## src/rtl/encoder_8_3_sync_if.sv

```systemverilog
// Request/result bundle for the debounced 8:3 priority encoder.
// The master side drives the raw request lines; the slave side returns the published code.
interface encoder_8_3_sync_if;
    logic [7:0] y;
    logic [2:0] a;
    logic       valid;
    logic       strobe;
    logic       error;

    modport master (
        output y,
        input  a,
        input  valid,
        input  strobe,
        input  error
    );

    modport slave (
        input  y,
        output a,
        output valid,
        output strobe,
        output error
    );
endinterface

```

## src/rtl/encoder_8_3_sync.sv

```systemverilog
// Debounced 8:3 priority encoder: synchronizes eight async request lines and publishes a
// pattern only after it has held for STABLE_CYCLES clocks. Optional ENCODER_MULTI_ERR_EN
// builds the multiple-active error flag; otherwise error is tied low.
module encoder_8_3_sync #(
    parameter int unsigned STABLE_CYCLES = 4
) (
    input  logic               clk,
    input  logic               rst,
    encoder_8_3_sync_if.slave  bus
);
    localparam int unsigned LINES = 8;
    localparam int unsigned CODE_W = 3;
    localparam int unsigned CNT_W = 8;
    localparam logic [CNT_W-1:0] CNT_SAT = CNT_W'(STABLE_CYCLES);

    typedef enum logic [1:0] {
        IDLE   = 2'd0,
        SETTLE = 2'd1,
        HOLD   = 2'd2
    } state_t;

    logic [LINES-1:0]  sync_q1;
    logic [LINES-1:0]  sync_q2;
    logic [LINES-1:0]  sync_prev_q;
    logic [LINES-1:0]  pub_q;
    logic [CNT_W-1:0]  cnt_q;
    state_t            state_q;
    logic [CODE_W-1:0] a_q;
    logic              valid_q;
    logic              strobe_q;

    logic [CNT_W-1:0]  cnt_nxt_c;
    logic              publish_c;
    logic [CODE_W-1:0] code_c;
    logic              strobe_nxt_c;

    // Index of the highest set bit; all-zero maps to code 0.
    function automatic logic [CODE_W-1:0] prio_code(input logic [LINES-1:0] p);
        logic [CODE_W-1:0] c;
        c = '0;
        for (int i = 0; i < LINES; i++) begin
            if (p[i]) c = CODE_W'(i);
        end
        return c;
    endfunction

    // Two-flop synchronizer plus one extra stage holding the previous synchronized value.
    always_ff @(posedge clk or posedge rst) begin
        if (rst) begin
            sync_q1     <= '0;
            sync_q2     <= '0;
            sync_prev_q <= '0;
        end else begin
            sync_q1     <= bus.y;
            sync_q2     <= sync_q1;
            sync_prev_q <= sync_q2;
        end
    end

    // Stability count restarts on any change of the synchronized vector and saturates.
    always_comb begin
        cnt_nxt_c = cnt_q;
        if (sync_q2 != sync_prev_q) begin
            cnt_nxt_c = '0;
        end else if (cnt_q >= CNT_SAT) begin
            cnt_nxt_c = CNT_SAT;
        end else begin
            cnt_nxt_c = cnt_q + CNT_W'(1);
        end
    end

    always_comb begin
        publish_c    = 1'b0;
        code_c       = prio_code(sync_q2);
        strobe_nxt_c = 1'b0;
        if ((state_q == SETTLE) && (cnt_nxt_c == CNT_SAT) && (sync_q2 != pub_q)) begin
            publish_c = 1'b1;
        end
        // Strobe only for a genuinely new nonzero code, not for lower-priority churn.
        if (publish_c && (|sync_q2) && (!valid_q || (code_c != a_q))) begin
            strobe_nxt_c = 1'b1;
        end
    end

    always_ff @(posedge clk or posedge rst) begin
        if (rst) begin
            state_q  <= IDLE;
            cnt_q    <= '0;
            pub_q    <= '0;
            a_q      <= '0;
            valid_q  <= 1'b0;
            strobe_q <= 1'b0;
        end else begin
            cnt_q    <= cnt_nxt_c;
            strobe_q <= strobe_nxt_c;
            case (state_q)
                IDLE, HOLD: begin
                    if (sync_q2 != pub_q) state_q <= SETTLE;
                end
                SETTLE: begin
                    if (publish_c) begin
                        state_q <= (|sync_q2) ? HOLD : IDLE;
                    end else if (sync_q2 == pub_q) begin
                        state_q <= (|pub_q) ? HOLD : IDLE;
                    end
                end
                default: state_q <= IDLE;
            endcase
            if (publish_c) begin
                pub_q   <= sync_q2;
                a_q     <= code_c;
                valid_q <= |sync_q2;
            end
        end
    end

`ifdef ENCODER_MULTI_ERR_EN
    logic error_q;
    logic multi_c;

    // Clearing the lowest set bit leaves something only when two or more bits are set.
    always_comb begin
        multi_c = |(sync_q2 & (sync_q2 - LINES'(1)));
    end

    always_ff @(posedge clk or posedge rst) begin
        if (rst) begin
            error_q <= 1'b0;
        end else if (publish_c) begin
            error_q <= multi_c;
        end
    end

    assign bus.error = error_q;
`else
    assign bus.error = 1'b0;
`endif

    assign bus.a      = a_q;
    assign bus.valid  = valid_q;
    assign bus.strobe = strobe_q;
endmodule

```

## src/flat_wrapper.sv

```systemverilog
// flat-port wrapper written by rule: the top's interface ports become plain ports
module encoder_8_3_sync_flat 
#(
    parameter int unsigned STABLE_CYCLES = 4
)
  (clk, rst, bus_y, bus_a, bus_valid, bus_strobe, bus_error);
  encoder_8_3_sync_if bus_i ();
  input  logic clk;
  input  logic rst;
  input wire logic [$bits(bus_i.y)-1:0] bus_y;
  output wire logic [$bits(bus_i.a)-1:0] bus_a;
  output wire logic [$bits(bus_i.valid)-1:0] bus_valid;
  output wire logic [$bits(bus_i.strobe)-1:0] bus_strobe;
  output wire logic [$bits(bus_i.error)-1:0] bus_error;
  assign bus_i.y = bus_y;
  assign bus_a = bus_i.a;
  assign bus_valid = bus_i.valid;
  assign bus_strobe = bus_i.strobe;
  assign bus_error = bus_i.error;
  encoder_8_3_sync #(.STABLE_CYCLES(STABLE_CYCLES)) u_core (.clk(clk), .rst(rst), .bus(bus_i));
endmodule
```

## config.mk

```make
export PLATFORM = sky130hd
export DESIGN_NAME = encoder_8_3_sync_flat
export DESIGN_NICKNAME = d
export VERILOG_FILES = /design/src/rtl/encoder_8_3_sync_if.sv /design/src/rtl/encoder_8_3_sync.sv /design/src/flat_wrapper.sv
export SDC_FILE = /design/constraint.sdc
export NUM_CORES = 1
export LEC_CHECK = 0
export CAP_MARGIN = 10
export CORE_ASPECT_RATIO = 1.5
export CORE_MARGIN = 3
export CORE_UTILIZATION = 55
export CTS_BUF_LIST = sky130_fd_sc_hd__clkbuf_8
export DETAILED_ROUTE_END_ITERATION = 6
export PLACE_DENSITY_LB_ADDON = 0.12
export SYNTH_ARGS = -nofsm -noshare
export SYNTH_HDL_FRONTEND = slang
export SYNTH_SLANG_ARGS = --single-unit
```

## constraint.sdc

```tcl
create_clock -name clk -period 4.8 [get_ports clk]
set_input_delay 0.96 -clock clk [delete_from_list [all_inputs] [get_ports clk]]
set_output_delay 0.96 -clock clk [all_outputs]
set_load 0.03 [all_outputs]
```

# Yosys cells after proc, flatten, opt, wreduce, memory -nomap -nowiden
# Index checks and enable logic that the tools add are counted.
op_classes:
  n_addsub: 1
  mul: 0
  div_mod_pow: 0
  magnitude_cmp: 1
  eq_ne: 9
  shifts: 0
  muxes: 17
  bitwise: 0
  n_reduce_logical: 11
ops:
  columns: ["cell", "count"]
  rows:
  - ["two-way mux 8 bit", 2]
  - ["!= test 8 bit", 2]
  - ["OR reduction 8 bit", 2]
  - ["two-way mux 2 bit", 7]
  - ["two-way mux 3 bit", 4]
  - ["adder 8 x 1 -> 8 bit (second input constant)", 1]
  - ["equality test 8 x 3 -> 1 bit (second input constant)", 1]
  - ["equality test 8 bit", 1]
  - [">= comparator 8 x 3 -> 1 bit (second input constant)", 1]
  - ["logical AND 1 bit", 4]
  - ["case mux 2 bit (2 select lines)", 1]
  - ["two-way mux 1 bit", 3]
  - ["!= test 3 x 2 -> 1 bit (second input constant)", 1]
  - ["!= test 3 bit", 1]
  - ["equality test 2 x 1 -> 1 bit (second input constant)", 1]
  - ["equality test 2 bit (second input constant)", 1]
  - ["zero test 2 bit", 1]
  - ["!= test 2 x 1 -> 1 bit (second input constant)", 1]
  - ["AND reduction 2 bit", 1]
  - ["OR reduction 2 bit", 1]
  - ["zero test 1 bit", 1]
  - ["logical OR 1 bit", 1]
totals:
  register_bits: 47
  latchBits: 0
  ramBits: 0
  rom_bits: 0
  input_bits: 10
  memories: 0

# Logic depth before layout (Yosys ltp)
logic_depth:
  ltp_word: 11
  ltp_mapped: 7
  depth_no_buf: 6

# Worst setup path before layout
# Ideal clock, no wire load.
synth_path:
  path_kind: "flip-flop to flip-flop"
  start: "register u_core.cnt_q[0]"
  end: "register u_core.a_q[0], in the netlist u_core.bus.a[0]"
  setup_ns: 0.125
  arrival_ns: 2.064
  t_required_ns: 4.675
  path_slack_ns: 2.611
  path_stages_with_launch: 8
  path_buffers: 1
  synth_period_minus_slack_ns: 2.189
  cell_sequence: "dfrtp_1 -> inv_1 -> ha_1 -> or3_1 -> a2111oi_4 -> and2b_4 -> buf_12 -> mux2_4"
synth_via:
  elab_chain_cells: 7
synth_lines:
  columns: ["item", "line_no", "rtl"]
  rows:
  - ["from (decl)", "encoder_8_3_sync.sv:26", "logic [CNT_W-1:0] cnt_q;"]
  - ["from (signal assigned)", "encoder_8_3_sync.sv:94", "cnt_q <= cnt_nxt_c;"]
  - ["adder 8 x 1 -> 8 bit or >= comparator 8 x 3 -> 1 bit (tied branches)", "encoder_8_3_sync.sv:68, encoder_8_3_sync.sv:65", null]
  - ["two-way mux 8 bit (*)", "encoder_8_3_sync.sv:65", "end else if (cnt_q >= CNT_SAT) begin"]
  - ["two-way mux 8 bit (*)", "encoder_8_3_sync.sv:63", "if (sync_q2 != sync_prev_q) begin"]
  - ["equality test 8 x 3 -> 1 bit (*)", "encoder_8_3_sync.sv:76", "if ((state_q == SETTLE) && (cnt_nxt_c == CNT_SAT) && (sync_q2 != pub_q)) begin"]
  - ["logical AND 1 bit (*) (2 in a row)", "encoder_8_3_sync.sv:76", null]
  - ["two-way mux 1 bit (*)", "encoder_8_3_sync.sv:76", null]
  - ["to (signal assigned)", "encoder_8_3_sync.sv:111", "a_q <= code_c;"]
  - ["to (decl)", "encoder_8_3_sync.sv:28", "logic [CODE_W-1:0] a_q;"]
# Mark *: on every way between the ends. The rest lies on a longest branch, timed or not.
# A chain may end at the register's enable or synchronous reset.

# Worst setup path after layout
layout_path:
  start: "register u_core.cnt_q[0]"
  end: "register u_core.pub_q[6]"
layout_via:
  elab_chain_cells: 7
layout_lines:
  columns: ["item", "line_no", "rtl"]
  rows:
  - ["adder 8 x 1 -> 8 bit or >= comparator 8 x 3 -> 1 bit (tied branches)", "encoder_8_3_sync.sv:68, encoder_8_3_sync.sv:65", null]
  - ["two-way mux 8 bit (*)", "encoder_8_3_sync.sv:65", null]
  - ["two-way mux 8 bit (*)", "encoder_8_3_sync.sv:63", null]
  - ["equality test 8 x 3 -> 1 bit (*)", "encoder_8_3_sync.sv:76", null]
  - ["logical AND 1 bit (*) (2 in a row)", "encoder_8_3_sync.sv:76", null]
  - ["two-way mux 1 bit (*)", "encoder_8_3_sync.sv:76", null]
  - ["to (signal assigned)", "encoder_8_3_sync.sv:110", "pub_q <= sync_q2;"]
  - ["to (decl)", "encoder_8_3_sync.sv:25", "logic [LINES-1:0] pub_q;"]
# Marks and branches as above.

==> metrics.cfg <==
[run_status]
status=complete, no violations

[yosys]
yosysUniqueCellTypes=35
syn_inst=132
synth_area_sq_mm=0.00186
synth_top_area_frac=0.631
synth_edf_count=0
synth_async_sr_flop_share=1.00
synth.avg_cell_area_sq_um=14.1
synth_ff_type=dfrtp_1
synthTopCellsByArea=dfrtp_1 (63%), xnor2_1 (8.0%), mux2_4 (6.4%)
synth_top_area_cell=dfrtp_1
synthTopCellsByCount=dfrtp_1 (47), xnor2_1 (17), inv_1 (8), mux2_4 (8), nor2_1 (7)
ys_seq_elements=47
yosys_warnings=0
seq_area_frac_synth=0.631
synth_most_common_cell=dfrtp_1

[placed_design]
place_area_sq_mm=0.00204
port_buffers=14
gp_congestion=0.824
dp_worst_setup_slack_ns=2.45
dp_hpwl_mm=2.10

[timing]
setup_slack_ns=2.45
max_freq_mhz=425
grt_setup_unrepaired=false
post-route-period-util=0.490
period_minus_slack_ns=2.35
slew_violations=0
tns_ns=0
finClkSkew_ns=0.00453
relSlewSlack=0.579
worst_pin_slew_ns=0.626
setup_viol=0
report.final.hold_viol_count=0

[clock_tree]
cts_max_path_buffers=2
ctsResizeCount=0
clkSlewWorstSetupHoldPaths_ns=0.09
ctsHoldBuffers=0
cts_sinks=47
cts_made_buffers=5
clock-root-buffer=clkbuf_8
post-cts-setup-buffers=0
clkLatencyLatePin_ns=0.29
cts_tree=yes
htreeDepth=2

[drt]
drc=0
m1WireLength_mm=1.13
wl_met2_mm=1.57
vias=1010
routed_via_density=5.18
top_layer=met4
drtPass1Iterations=3
ant_nets=0
wl_met3_um=113
post_drt_wl_per_cell_um=14.8
first_iter_violations=8
wirelength_mm=2.88

[setup_path]
crit_family=simple AND/OR/NAND/NOR gates
reg2reg_from=u_core.cnt_q[0]
reg2reg_depth=6
path_class=reg2reg
critPathBufInv=1
crit_slowest_cell=a2111oi_4
path_max_fanout=12
max_stage_delay_ns=0.43
reg2reg_slack_ns=2.45
cp_cell_sequence=inv_1 -> ha_1 -> or3_1 -> a2111oi_4 -> and2b_4 -> mux2_2
timing.rr.end=u_core.pub_q[6]
cp-start-kind=register
endpoint_kind=register
required_ns=4.98
crit_arrival_ns=2.53

[floorplan]
rows=25
initial_utilization=0.584
die_height_um=77.3
io_pins=16
core_region_area_sq_mm=0.00319
dieArea_sq_mm=0.00414
die_w_um=53.5

[grt]
grt_usage=0.177
overflow=0
grt_max_degree=48
grt_pass1_vias=1145
antenna_found_initial=0
grt_pass1_wl_mm=5.25

[min_path]
hold_class=reg2reg
min_path_cells=0
hp-start=u_core.sync_q1[1]
whs_endpoint=u_core.sync_q2[1]

[power_and_ir_drop]
p_per_area_mw_per_mm2=396
peakVddDrop_v=0.000355
p_leak_nw=0.919

[layout]
drive_gt1_frac=0.161
area.growth.synth_to_final_pct=15.6
finalNetCount=166
n_antenna_cell=0
stdcell_area_sq_mm=0.00215

[run]
maxCapViolations=0

power breakdown:
| group | internal, W | switching (W) |
|---|---|---|
| Sequential | 0.000425 | 0.0000286 |
| Clock | 0.000158 | 0.000130 |
| Combinational | 0.0000597 | 0.0000513 |
cells in the final DEF (no fill, tap or decap), types with 2 or more instances in the layout:
master            n
and3_2            2
nand3_1           2
dfrtp_1          47
nor4_1            3
inv_1             7
o21ai_0           3
nand4_1           4
clkdlybuf4s50_1  14
nand3b_1          2
conb_1            6
ha_1              2
a21oi_1           2
nor2_1            7
mux2_4            8
a211oi_1          2
xnor2_1          17
mux2_2            2
clkbuf_8          5
metal layers:
metal	GRT usage	up-vias
li1	-	478
met1	0.200	503
met2	0.294	22
met3	0.0602	7
met4	0.0742	0
met5	0	-
metrics by stage:
stage                     power (W)  utilization  std cells  hold slack (ns)
after floorplan            0.000535            -        137            0.331
after global routing       0.000898        0.675        195            0.363
after CTS                  0.000863        0.675        195            0.356
final                      0.000853        0.675        195            0.354
after global placement     0.000568        0.639        187            0.331
after detailed placement   0.000575        0.639        187            0.335
registers in the layout (all words and copies together) (netlist names):
register / count
u_core.state_q: 2
u_core.bus.valid: 1
u_core.sync_q1: 8
u_core.sync_q2: 8
u_core.pub_q: 8
u_core.sync_prev_q: 8
u_core.cnt_q: 8
u_core.bus.strobe: 1
u_core.bus.a: 3
cell type report:
class	count	area, sq um
clock buffer	5	68.8
clock inverter	3	47.5
fill	263	1040
inverter	8	30.0
multi-input combinational	77	634
sequential	47	1180
tap	40	50.0
timing repair buffer	15	148
cell families (layout without fill, tap and decap cells):
logic type / count (synthesis) / count (layout) / synth area share
flip-flops: 47 / 47 / 0.631
AND/OR/NAND/NOR: 27 / 27 / 0.0913
XOR/XNOR: 18 / 18 / 0.0846
AO/OA/AOI/OAI: 13 / 13 / 0.0571
buffers and inverters: 13 / 31 / 0.0389
multiplexers: 11 / 11 / 0.0819
adder cells (fa/ha/maj): 2 / 2 / 0.0134
other: 1 / 6 / 0.00201
worst max-delay path by stage:
stage,from,endpoint,depth (start not counted)
global route,u_core.cnt_q[0],u_core.pub_q[6],6
global placement,u_core.cnt_q[0],u_core.pub_q[5],6
finish,u_core.cnt_q[0],u_core.pub_q[6],6
floorplan,u_core.cnt_q[0],u_core.bus.a[0],7
detailed placement,u_core.cnt_q[0],u_core.pub_q[6],6
CTS,u_core.cnt_q[0],u_core.pub_q[6],6
(Power assumes the default switching activity.)
